==> config.mk <==
export PLATFORM = sky130hd
export DESIGN_NAME = dm_ctrl
export DESIGN_NICKNAME = d
export VERILOG_FILES = /design/src/rtl/dm_ctrl.sv
export SDC_FILE = /design/constraint.sdc
export NUM_CORES = 1
export LEC_CHECK = 0
export CAP_MARGIN = 30
export CORE_MARGIN = 4
export CORE_UTILIZATION = 25
export CTS_CLUSTER_DIAMETER = 30
export DETAILED_ROUTE_END_ITERATION = 10
export MAX_ROUTING_LAYER = met4
export PLACE_DENSITY = 0.59
export SKIP_LAST_GASP = 1
export SYNTH_ARGS = -nofsm -noshare
export SYNTH_HDL_FRONTEND = slang
export SYNTH_SLANG_ARGS = --single-unit
==> constraint.sdc <==
create_clock -name clk -period 3 [get_ports clk]
set_input_delay 0.6 -clock clk [delete_from_list [all_inputs] [get_ports clk]]
set_output_delay 0.6 -clock clk [all_outputs]
set_load 0.05 [all_outputs]
==> src/rtl/dm_ctrl.sv <==
// dm_ctrl: data-memory access controller between the MEM stage and a handshaked data memory.
// Defining DM_CTRL_TRACE_EN prints one trace line per store accepted by the memory.
module dm_ctrl #(
    parameter int unsigned TIMEOUT = 255
) (
    input  logic        clk,
    input  logic        reset,
    input  logic [3:0]  op,
    input  logic [31:0] addr,
    input  logic [31:0] wdata,
    input  logic [31:0] PC,
    output logic        mem_req,
    output logic        mem_we,
    output logic [3:0]  mem_be,
    output logic [31:0] mem_addr,
    output logic [31:0] mem_wd,
    input  logic        mem_ack,
    input  logic [31:0] mem_rd,
    output logic        stall,
    output logic        done,
    output logic [31:0] rdata,
    output logic        exc,
    output logic        err
);

    typedef enum logic [1:0] {
        ST_IDLE,
        ST_REQ,
        ST_DONE
    } state_t;

    typedef enum logic [3:0] {
        OP_NONE = 4'd0,
        OP_LW   = 4'd1,
        OP_LH   = 4'd2,
        OP_LHU  = 4'd3,
        OP_LB   = 4'd4,
        OP_LBU  = 4'd5,
        OP_SW   = 4'd6,
        OP_SH   = 4'd7,
        OP_SB   = 4'd8
    } op_e;

    localparam logic [9:0] CNT_LAST = 10'(TIMEOUT - 1);

    function automatic logic op_valid(input logic [3:0] o);
        return (o >= OP_LW) && (o <= OP_SB);
    endfunction

    function automatic logic op_store(input logic [3:0] o);
        return (o == OP_SW) || (o == OP_SH) || (o == OP_SB);
    endfunction

    function automatic logic op_misaligned(input logic [3:0] o, input logic [1:0] a);
        case (o)
            OP_LW, OP_SW:         return a != 2'b00;
            OP_LH, OP_LHU, OP_SH: return a[0];
            default:              return 1'b0;
        endcase
    endfunction

    function automatic logic [3:0] byte_en(input logic [3:0] o, input logic [1:0] a);
        case (o)
            OP_SH:   return a[1] ? 4'b1100 : 4'b0011;
            OP_SB:   return 4'b0001 << a;
            default: return 4'b1111;
        endcase
    endfunction

    // Narrow stores are replicated across every lane; mem_be selects the live one.
    function automatic logic [31:0] store_data(input logic [3:0] o, input logic [31:0] w);
        case (o)
            OP_SH:   return {2{w[15:0]}};
            OP_SB:   return {4{w[7:0]}};
            default: return w;
        endcase
    endfunction

    function automatic logic [31:0] load_data(input logic [3:0] o, input logic [1:0] a,
                                              input logic [31:0] rd);
        logic [15:0] half_v;
        logic [7:0]  byte_v;
        half_v = a[1] ? rd[31:16] : rd[15:0];
        byte_v = rd[{a, 3'b000} +: 8];
        case (o)
            OP_LW:   return rd;
            OP_LH:   return {{16{half_v[15]}}, half_v};
            OP_LHU:  return {16'd0, half_v};
            OP_LB:   return {{24{byte_v[7]}}, byte_v};
            OP_LBU:  return {24'd0, byte_v};
            default: return 32'd0;
        endcase
    endfunction

    state_t      state_q, state_d;
    logic [3:0]  op_q, op_d;
    logic [31:0] addr_q, addr_d;
    logic [31:0] wdata_q, wdata_d;
    logic [31:0] pc_q, pc_d;
    logic [9:0]  cnt_q, cnt_d;
    logic [31:0] rdata_q, rdata_d;
    logic        exc_q, exc_d;
    logic        err_q, err_d;

    always_comb begin
        // NOTE: every variable gets a default before the case so no path leaves one unassigned (no latches).
        state_d = state_q;
        op_d    = op_q;
        addr_d  = addr_q;
        wdata_d = wdata_q;
        pc_d    = pc_q;
        cnt_d   = cnt_q;
        rdata_d = 32'd0;
        exc_d   = 1'b0;
        err_d   = 1'b0;

        case (state_q)
            ST_IDLE: begin
                if (op_valid(op)) begin
                    if (op_misaligned(op, addr[1:0])) begin
                        state_d = ST_DONE;
                        exc_d   = 1'b1;
                    end else begin
                        state_d = ST_REQ;
                        op_d    = op;
                        addr_d  = addr;
                        wdata_d = wdata;
                        pc_d    = PC;
                        cnt_d   = 10'd0;
                    end
                end
            end
            ST_REQ: begin
                // An acknowledge in the final allowed cycle still completes the access.
                if (mem_ack) begin
                    state_d = ST_DONE;
                    rdata_d = load_data(op_q, addr_q[1:0], mem_rd);
                end else if (cnt_q == CNT_LAST) begin
                    state_d = ST_DONE;
                    err_d   = 1'b1;
                end else begin
                    cnt_d = cnt_q + 10'd1;
                end
            end
            ST_DONE: state_d = ST_IDLE;
            default: state_d = ST_IDLE;
        endcase
    end

    always_ff @(posedge clk or negedge reset) begin
        if (!reset) begin
            state_q <= ST_IDLE;
            op_q    <= 4'd0;
            addr_q  <= 32'd0;
            wdata_q <= 32'd0;
            pc_q    <= 32'd0;
            cnt_q   <= 10'd0;
            rdata_q <= 32'd0;
            exc_q   <= 1'b0;
            err_q   <= 1'b0;
        end else begin
            // NOTE: state flops use non-blocking assignments so every flop samples pre-edge values.
            state_q <= state_d;
            op_q    <= op_d;
            addr_q  <= addr_d;
            wdata_q <= wdata_d;
            pc_q    <= pc_d;
            cnt_q   <= cnt_d;
            rdata_q <= rdata_d;
            exc_q   <= exc_d;
            err_q   <= err_d;
        end
    end

    // Request signals decode from state_q, so an asynchronous reset drops them at once.
    assign mem_req  = (state_q == ST_REQ);
    assign mem_we   = mem_req && op_store(op_q);
    assign mem_be   = mem_req ? byte_en(op_q, addr_q[1:0]) : 4'b0000;
    assign mem_addr = {addr_q[31:2], 2'b00};
    assign mem_wd   = store_data(op_q, wdata_q);

    assign stall = op_valid(op) && (state_q != ST_DONE);
    assign done  = (state_q == ST_DONE);
    assign rdata = rdata_q;
    assign exc   = exc_q;
    assign err   = err_q;

`ifdef DM_CTRL_TRACE_EN
    always @(posedge clk) begin
        if (reset && mem_req && mem_ack && mem_we)
            $display("%0t@%h: *%h <= %h %h", $time, pc_q, mem_addr, mem_be, mem_wd);
    end
`else
    logic unused_pc;
    assign unused_pc = ^pc_q;
`endif

endmodule

==> flow_summary.toml <==
[logic_synthesis]
synth.cell_area_mm2 = 0.00597
yosys_register_bits = 114
ys_types = 61
syn-mean-instance-area_um2 = 12.1
async_reset_ff_share_pct = 100
synth_flop_cell = "sky130_fd_sc_hd__dfrtp_1"
synth-edff-count = 0
number_of_instances_in_the_synthesized_netlist = 493
yosysWarningCount = 0
seq_area_frac_synth_pct = 47.7

[power]
seq_power_share_pct = 23.5
powerDensity_mw_per_mm2 = 1210
switchingPower_mw = 4.66
cellInternalPower_mw = 6.10
power.clock.fraction_pct = 20.7
total_leakage_power_nw = 3.76
combinationalPowerShare_pct = 55.8
power.switching_fraction_pct = 43.3
worst_ir_drop_on_vdd_uv = 613

[critical_path]
crit_path_max_incr_delay_ns = 0.84
cp_max_fo = 7
cpLargestDelayFamily = "buffers and inverters"
critical_path.slowest_cell = "sky130_fd_sc_hd__clkdlybuf4s50_1"
path_cells = "nor4b_2, buf_4, a21oi_1, nor2_1, clkdlybuf4s50_1"
critical_path.endpoint_type = "output port"
criticalPathCategory = "reg2out"
cp.arrival_ns = 2.32
worstPathRequired_ns = 2.40
path_buf_inv = 2
cp-start-kind = "flop"

[die]
die-area_mm2 = 0.0264
initial_utilization_pct = 25.5
row_count = 56
fp.coreArea_mm2 = 0.0235
die_w_um = 163
die_y_um = 163
io-pin-count = 241

[detailed_routing]
drc = 0
num_vias = 4498
drt_iter0_drc = 277
dr.pass1.iters = 4
drt-wirelength-per-cell_um = 16.9
wirelength_um = 17000
ant_nets_after_route = 0
detail_route.vias_per_cell = 4.47

[layout]
mostFrequentLayoutCell = "sky130_fd_sc_hd__clkdlybuf4s50_1"
area.growth.synth_to_final_pct = 48.5
fill_cells = 2277
multi_input_comb_area_mm2 = 0.00259
num-nets-final = 812
layout_common_cells = "176 x sky130_fd_sc_hd__clkdlybuf4s50_1, 114 x sky130_fd_sc_hd__dfrtp_1, 60 x sky130_fd_sc_hd__mux2_4"
final_cell_area_mm2 = 0.00887
layout.core_utilization_pct = 37.8
ff_latch_area_mm2 = 0.00285
drive_gt1_share_pct = 27.3
n_antenna_cell = 0

[timing]
holdWs_ns = 0.158
unrepaired_setup_endpoints_after_global_routing = "false"
worstMarginPinSlew_ns = 0.697
timing.fmax_ghz = 0.342
final.setup.tns_ns = 0
setup-violations-final = 0
maxSlewViolCount = 0
finalCriticalPeriod_ns = 2.92
clock_skew_ns = 0.00820
relSlewSlack_pct = 53.5
hold_violations = 0
post-route-period-util_pct = 97.4

[run]
maxCapViolCount = 0

[placed_design]
dpl-instance-area_mm2 = 0.00823
place.gp.congestion = 0.827
portBuffers = 206
hpwlAfterDp_um = 12500

[global_routing]
grt_pass1_wl_um = 26100
globalRoute.totalOverflow = 0
track_usage_pct = 13.1
grt_start_max_net_pins = 47
grt_pass1_vias = 4474
grt_antenna_before_repair = 0

[clocking]
cts.path.max_buffers = 2
clock_pin_slew_on_the_worst_setup_and_hold_paths_ns = 0.06
cts_made_buffers = 17
post-cts-setup-buffers = 0
cts_tree = "done"
worst_skew_pair.late_latency_ns = 0.41
cts_max_level = 4
number_of_clock_sinks = 114
clock_tree.root_cell = "sky130_fd_sc_hd__clkbuf_16"

[status]
run_status = "complete, no violations"

[worst_hold_path]
hold_path_class = "in2async"
[cell usage after synthesis (3+ instances only)]
| master | number | area [um^2] |
|---|---|---|
| sky130_fd_sc_hd__nand4b_1 | 3 | 26.3 |
| sky130_fd_sc_hd__nor2b_1 | 4 | 25.0 |
| sky130_fd_sc_hd__mux2_4 | 60 | 901 |
| sky130_fd_sc_hd__buf_2 | 8 | 40.0 |
| sky130_fd_sc_hd__nor2_1 | 13 | 48.8 |
| sky130_fd_sc_hd__nor3b_1 | 3 | 22.5 |
| sky130_fd_sc_hd__nand3_1 | 5 | 25.0 |
| sky130_fd_sc_hd__dfrtp_1 | 114 | 2850 |
| sky130_fd_sc_hd__mux2_2 | 30 | 338 |
| sky130_fd_sc_hd__o21ai_0 | 5 | 25.0 |
| sky130_fd_sc_hd__nand4_1 | 3 | 18.8 |
| sky130_fd_sc_hd__nor3_1 | 8 | 40.0 |
| sky130_fd_sc_hd__a21oi_1 | 43 | 215 |
| sky130_fd_sc_hd__nand2_1 | 49 | 184 |
| sky130_fd_sc_hd__inv_1 | 8 | 30.0 |
| sky130_fd_sc_hd__clkbuf_1 | 9 | 33.8 |
| sky130_fd_sc_hd__nand2b_1 | 5 | 31.3 |
| sky130_fd_sc_hd__buf_4 | 41 | 308 |
| sky130_fd_sc_hd__buf_12 | 6 | 120 |
| sky130_fd_sc_hd__a22oi_1 | 23 | 173 |
| sky130_fd_sc_hd__a311o_1 | 3 | 30.0 |
[power by group through the flow]
stage                     registers (mW)  clock network, mW  logic [mW]
after floorplan                     2.51                  0        4.40
after global placement              2.54                  0        6.02
after detailed placement            2.55                  0        6.04
after CTS                           2.54               2.28        6.06
after global routing                2.62               2.35        6.27
final                               2.53               2.22        6.00
[timing repair]
item,CTS,global route
setup endpoints to repair,13,0
hold buffers,0,0
gates resized for setup,1,0
[cells by family after synthesis]
| family | synth area share, % |
|---|---|
| fa+ha+maj | 0.419 |
| mux | 21.4 |
| other cells | 0.0628 |
| buf+inv | 9.09 |
| simple gates | 10.9 |
| flops | 47.7 |
| compound gates | 10.3 |
[area by class of cell]
class,count,area share (%)
Clock buffer,19,4.88
Multi-Input combinational cell,307,29.2
Timing Repair Buffer,227,26.6
Inverter,8,0.338
Tap cell,319,4.50
Clock inverter,13,2.35
Sequential cell,114,32.1
[path summary, 6_finish.rpt]
path	startpoint	slack, ns	cells after the start	end
min in group clk	cnt_q[9]$_DFFE_PN0P_	0.48	1	cnt_q[9]$_DFFE_PN0P_
hold reg to reg	cnt_q[9]$_DFFE_PN0P_	0.48	1	cnt_q[9]$_DFFE_PN0P_
setup / recovery	op_q[0]$_DFFE_PN0P_	0.08	5	mem_we
hold / removal	reset	0.16	1	rdata[21]$_DFF_PN0_
max in group asynchronous	reset	2.23	2	wdata_q[23]$_DFFE_PN0P_
setup reg to reg	state_q[1]$_DFFE_PN0P_	0.99	6	cnt_q[1]$_DFFE_PN0P_
[state kept, by name, indices dropped and copies added (netlist names)]
| signal | count |
|---|---|
| addr_q | 32 |
| rdata | 32 |
| wdata_q | 32 |
| cnt_q | 10 |
| op_q | 4 |
| state_q | 2 |
| err | 1 |
| exc | 1 |
[per-stage QoR]
| stage | std cells | total power [mW] | setup WS, ns |
|---|---|---|---|
| finish | 1007 | 10.8 | 0.0775 |
| global route | 1007 | 11.2 | 0.0165 |
| CTS | 1007 | 10.9 | 0.0428 |
| detailed placement | 975 | 8.59 | 0.209 |
| global placement | 975 | 8.56 | 0.217 |
| floorplan | 494 | 6.91 | 0.346 |
[routing by layer]
layer	vias to the layer above	GRT usage [%]	wire (um)
met3	24	3.67	1050
met4	0	4.61	330
met1	2219	16.7	7350
met2	150	20.2	8250
li1	2105	-	-
met5	-	-	0
No activity file was read; power rests on OpenSTA's default activity.
